===== src/rtl/registrador_universal_if.sv =====
// Bus bundle for registrador_universal: the mode/data controls and the register outputs.
interface registrador_universal_if #(
  parameter int WIDTH = 8
);
  logic             enable;
  logic [2:0]       mode;
  logic [WIDTH-1:0] D;
  logic             serial_in_right;
  logic             serial_in_left;
  logic [WIDTH-1:0] Q;
  logic             carry;
  logic             zero;

  modport master (
    output enable, mode, D, serial_in_right, serial_in_left,
    input  Q, carry, zero
  );

  modport slave (
    input  enable, mode, D, serial_in_right, serial_in_left,
    output Q, carry, zero
  );
endinterface


===== src/rtl/registrador_universal.sv =====
// WIDTH-bit multi-mode register (hold/load/shift/inc/dec) with carry and zero flags.
// Define REGISTRADOR_UNIVERSAL_ROTATE_EN to turn modes 110/111 into rotate left/right.
module registrador_universal #(
  parameter int               WIDTH       = 8,
  parameter logic [WIDTH-1:0] RESET_VALUE = '0
) (
  input logic                     clock_i,
  input logic                     clear_i,
  registrador_universal_if.slave  bus
);

  localparam logic [2:0] MODE_HOLD = 3'b000;
  localparam logic [2:0] MODE_LOAD = 3'b001;
  localparam logic [2:0] MODE_SHL  = 3'b010;
  localparam logic [2:0] MODE_SHR  = 3'b011;
  localparam logic [2:0] MODE_INC  = 3'b100;
  localparam logic [2:0] MODE_DEC  = 3'b101;
  localparam logic [2:0] MODE_ROL  = 3'b110;
  localparam logic [2:0] MODE_ROR  = 3'b111;

  logic [WIDTH-1:0] q_q, q_d;
  logic             carry_q, carry_d;
  logic [WIDTH:0]   ext;

  // Arithmetic is done one bit wider so the top bit is the carry/borrow.
  assign ext = {1'b0, q_q};

  always_comb begin
    q_d     = q_q;
    carry_d = carry_q;
    if (bus.enable) begin
      case (bus.mode)
        MODE_HOLD: ;
        MODE_LOAD: begin
          q_d     = bus.D;
          carry_d = 1'b0;
        end
        MODE_SHL:  {carry_d, q_d} = {q_q, bus.serial_in_right};
        MODE_SHR:  {q_d, carry_d} = {bus.serial_in_left, q_q};
        MODE_INC:  {carry_d, q_d} = ext + 1'b1;
        MODE_DEC:  {carry_d, q_d} = ext - 1'b1;
`ifdef REGISTRADOR_UNIVERSAL_ROTATE_EN
        MODE_ROL:  {carry_d, q_d} = {q_q, q_q[WIDTH-1]};
        MODE_ROR:  {q_d, carry_d} = {q_q[0], q_q};
`else
        MODE_ROL, MODE_ROR: ;
`endif
        default: ;
      endcase
    end
  end

  always_ff @(posedge clock_i) begin
    if (clear_i) begin
      q_q     <= RESET_VALUE;
      carry_q <= 1'b0;
    end else begin
      q_q     <= q_d;
      carry_q <= carry_d;
    end
  end

  assign bus.Q     = q_q;
  assign bus.carry = carry_q;
  assign bus.zero  = (q_q == '0);

endmodule


===== src/flat_wrapper.sv =====
// flat-port wrapper written by rule: the top's interface ports become plain ports
module registrador_universal_flat 
#(
  parameter int               WIDTH       = 8,
  parameter logic [WIDTH-1:0] RESET_VALUE = '0
)
  (clock_i, clear_i, bus_enable, bus_mode, bus_D, bus_serial_in_right, bus_serial_in_left, bus_Q, bus_carry, bus_zero);
  registrador_universal_if #(.WIDTH(WIDTH)) bus_i ();
  input logic clock_i;
  input logic clear_i;
  input wire logic [$bits(bus_i.enable)-1:0] bus_enable;
  input wire logic [$bits(bus_i.mode)-1:0] bus_mode;
  input wire logic [$bits(bus_i.D)-1:0] bus_D;
  input wire logic [$bits(bus_i.serial_in_right)-1:0] bus_serial_in_right;
  input wire logic [$bits(bus_i.serial_in_left)-1:0] bus_serial_in_left;
  output wire logic [$bits(bus_i.Q)-1:0] bus_Q;
  output wire logic [$bits(bus_i.carry)-1:0] bus_carry;
  output wire logic [$bits(bus_i.zero)-1:0] bus_zero;
  assign bus_i.enable = bus_enable;
  assign bus_i.mode = bus_mode;
  assign bus_i.D = bus_D;
  assign bus_i.serial_in_right = bus_serial_in_right;
  assign bus_i.serial_in_left = bus_serial_in_left;
  assign bus_Q = bus_i.Q;
  assign bus_carry = bus_i.carry;
  assign bus_zero = bus_i.zero;
  registrador_universal #(.WIDTH(WIDTH), .RESET_VALUE(RESET_VALUE)) u_core (.clock_i(clock_i), .clear_i(clear_i), .bus(bus_i));
endmodule

===== config.mk =====
export PLATFORM = sky130hd
export DESIGN_NAME = registrador_universal_flat
export DESIGN_NICKNAME = d
export VERILOG_FILES = /design/src/rtl/registrador_universal_if.sv /design/src/rtl/registrador_universal.sv /design/src/flat_wrapper.sv
export SDC_FILE = /design/constraint.sdc
export NUM_CORES = 1
export LEC_CHECK = 0
export BUFFER_PORTS_ARGS = -buffer_cell sky130_fd_sc_hd__buf_2
export CAP_MARGIN = 20
export CORE_MARGIN = 5
export CORE_UTILIZATION = 45
export CTS_BUF_LIST = sky130_fd_sc_hd__clkbuf_8
export CTS_CLUSTER_SIZE = 14
export DETAILED_ROUTE_END_ITERATION = 16
export GPL_TIMING_DRIVEN = 0
export PLACE_DENSITY_LB_ADDON = 0.25
export SKIP_LAST_GASP = 1
export SLEW_MARGIN = 0
export SYNTH_ARGS = -nofsm -noshare
export SYNTH_HDL_FRONTEND = slang
export SYNTH_SLANG_ARGS = --single-unit
export TNS_END_PERCENT = 10

===== constraint.sdc =====
create_clock -name clock_i -period 1.7 [get_ports clock_i]
set_input_delay 0.51 -clock clock_i [delete_from_list [all_inputs] [get_ports clock_i]]
set_output_delay 0.51 -clock clock_i [all_outputs]
set_load 0.005 [all_outputs]

==> results.py <==
metrics = {
    "clock_tree": {
        "cts_max_path_buffers": 2,
        "cts_tree": "done",
        "cts.sink_count": 9,
        "cts_hold_buf": 0,
        "cts-htree-levels": 1,
        "clkLatencyLatePin_ns": 0.24,
        "root_buffer": "clkbuf_8",
        "clkTransAtPathRegs_ns": 0.04,
        "numCtsBuffers": 3,
    },
    "layout": {
        "nets": 201,
        "stdcell_count": 210,
        "diodes": 0,
        "final_common_cell": "buf_2",
        "area_delta_synth_final_pct": 24.9,
        "finalCoreUtilization_pct": 60.4,
        "final_cell_mix": "buf_2 (31), nand2_1 (12), o21ai_0 (10)",
        "drive_gt1_share_pct": 30.2,
    },
    "floorplan": {
        "ios": 26,
        "chipHeight_um": 59.2,
        "num_rows": 17,
        "dieArea_sq_um": 3510,
        "start_util_pct": 48.4,
        "fp.dieW_um": 59.2,
        "coreArea_sq_um": 2250,
    },
    "critical_path": {
        "crit_family": "simple AND/OR/NAND/NOR gates",
        "cp_num_buf_inv": 2,
        "arrival_ns": 1.27,
        "cpMaxStageDelayCell": "or3_4",
        "crit_chain": "buf_6, or3_4, nor4_4, buf_2",
        "rr_worst_depth": 6,
        "path_max_fanout": 2,
        "end_kind": "output pin",
        "critical_path_class": "reg2out",
        "start_kind": "flip-flop",
        "cp.depth": 4,
        "critical-path-max-stage-delay_ns": 0.34,
        "cp.required_ns": 1.19,
    },
    "timing": {
        "setup_ws_ns": -0.0759,
        "relSlewSlack_pct": 63.7,
        "timing.final.hold_violations": 0,
        "finalSetupViolations": 1,
        "fin_crit_ns": 1.78,
        "tns_ns": -0.0759,
        "fmax_ghz": 0.563,
        "skew_ns": 0.00164,
        "worst_slew_pin_slew_ns": 0.539,
        "holdWs_ns": 0.584,
        "fin_crit_sh_pct": 104,
        "rsz0062_at_grt": "yes",
        "maxSlewViolCount": 0,
    },
    "placed_design": {
        "port_buffers": 24,
        "place_congestion": 0.898,
        "hpwl_mm": 2.59,
        "place_inst": 202,
    },
    "power_and_ir_drop": {
        "p_per_area_nw_per_um2": 637,
        "power.static_leakage_nw": 0.573,
        "power_w": 0.000868,
        "ir_drop_uv": 332,
    },
    "synthesis": {
        "async_reset_ff_share_pct": 0,
        "synth_compound_area_share_pct": 29.5,
        "seq_area_frac_synth_pct": 16.5,
        "syn_area_sq_um": 1090,
        "yosys.area_share.adder_pct": 2.29,
        "synth-edff-count": 0,
        "synthesis.nets": 168,
        "synth_simple_gate_area_share_pct": 32.8,
        "syn_inst": 150,
        "syn_avg_cell_area_sq_um": 7.27,
        "ys.flop_type": "dfxtp_1",
        "yosys.area_share.xor_xnor_pct": 1.61,
        "ys_ff_latch": 9,
        "ys_warn_count": 0,
        "synth_top_family_by_area": "simple AND/OR/NAND/NOR gates",
        "yosysUniqueCellTypes": 51,
        "synthMuxAreaShare_pct": 7.34,
    },
    "drt": {
        "wl_per_cell_um": 17.5,
        "vias_per_cell": 6.38,
        "drt_iter0_markers": 62,
        "drc_errors": 0,
        "antenna_left": 0,
        "drt_pass1_iterations": 4,
        "num_vias": 1340,
        "drt-total-wl_mm": 3.67,
    },
    "hold_path": {
        "whs_path_depth": 2,
        "hold_path.class": "reg2reg",
    },
    "global_route": {
        "first_global_vias": 1227,
        "grt_max_degree": 12,
        "grt_util_all_layers_pct": 21.6,
        "grt_pass1_wl_mm": 5.80,
        "antenna_found_initial": 0,
        "grt-ovfl-total": 0,
    },
    "flow_run": {
        "drv_cap": 0,
    },
    "outcome": {
        "violations": "setup timing",
        "status": "finished, violations left",
    },
}
==> through the flow <==
stage               cell area, sq um  worst slack [ns]
floorplan                       1090            0.0845
global placement                1250            -0.171
detailed placement              1250            -0.170
CTS                             1350           -0.0860
global route                    1360            -0.157
finish                          1360           -0.0759
==> metal layers <==
metal  wire (um)  vias up  part of all wire [%]  GRT usage, %
met3         361       11                   9.8          3.05
li1            -      632                     -             -
met1        1490      620                    41          27.4
met4         107        0                   2.9          12.3
met2        1720       77                    47          34.5
met5           0        -                     0             0
==> area by class of cell <==
class                           count  area (sq um)
Buffer                             15          87.6
Clock buffer                        3          41.3
Clock inverter                      1          3.75
Fill cell                         233           892
Inverter                            6          22.5
Multi-Input combinational cell    119           830
Sequential cell                     9           185
Tap cell                           28          35.0
Timing Repair Buffer               29           158
==> worst reg2reg max path, stage by stage, from the launching register on <==
cell,delay [ns]
dfxtp_2,0.32
buf_6,0.11
buf_4,0.16
nor4b_1,0.35
a22oi_1,0.19
or3_1,0.33
a31oi_1,0.15
==> cells in the mapped netlist, drive strengths merged (4+ instances only) <==
| cell | number | area share [%] |
|---|---|---|
| a21oi | 7 | 3.2 |
| a31oi | 7 | 4.0 |
| buf | 13 | 6.9 |
| dfxtp | 9 | 17 |
| inv | 6 | 2.1 |
| mux2i | 8 | 7.3 |
| nand2 | 12 | 4.1 |
| nand2b | 5 | 2.9 |
| nand3 | 6 | 2.8 |
| nor2 | 9 | 3.1 |
| nor3 | 4 | 1.8 |
| o211ai | 4 | 2.8 |
| o21ai | 10 | 4.6 |
==> path summary, 6_finish.rpt <==
path,from,to,slack [ns]
min,u_core.bus.carry,u_core.bus.carry,0.58
min reg2reg,u_core.bus.carry,u_core.bus.carry,0.58
max reg2reg,u_core.bus.Q[0],u_core.bus.Q[7],0.02
max,u_core.bus.Q[3],bus_zero,-0.08
==> state kept, by name (all words and copies together) (netlist names) <==
register	cells
u_core.bus.carry	1
u_core.bus.Q	8
==> power by group <==
group / internal, W / switching, W / total [W]
logic: 0.000167 / 0.000204 / 0.000371
registers: 0.000230 / 0.0000202 / 0.000250
clock network: 0.000158 / 0.0000887 / 0.000246
total: 0.000555 / 0.000313 / 0.000868
==> kinds of logic (layout without fill, tap and decap cells) <==
family	after synthesis	after routing
muxes	8	8
adders and majority gates	2	2
xor gates and xnor gates	2	2
DFF	9	9
AOI/OAI and AO/OA	48	48
and+or+nand+nor	59	59
buffers and inverters	22	54
==> timing repair <==
item | 4_1_cts | 5_1_grt
setup buffers | 5 | 0
setup endpoints to repair | 2 | 5
resized for setup | 10 | 3
pin swaps | 3 | 0
No activity file was read; power rests on OpenSTA's default activity.
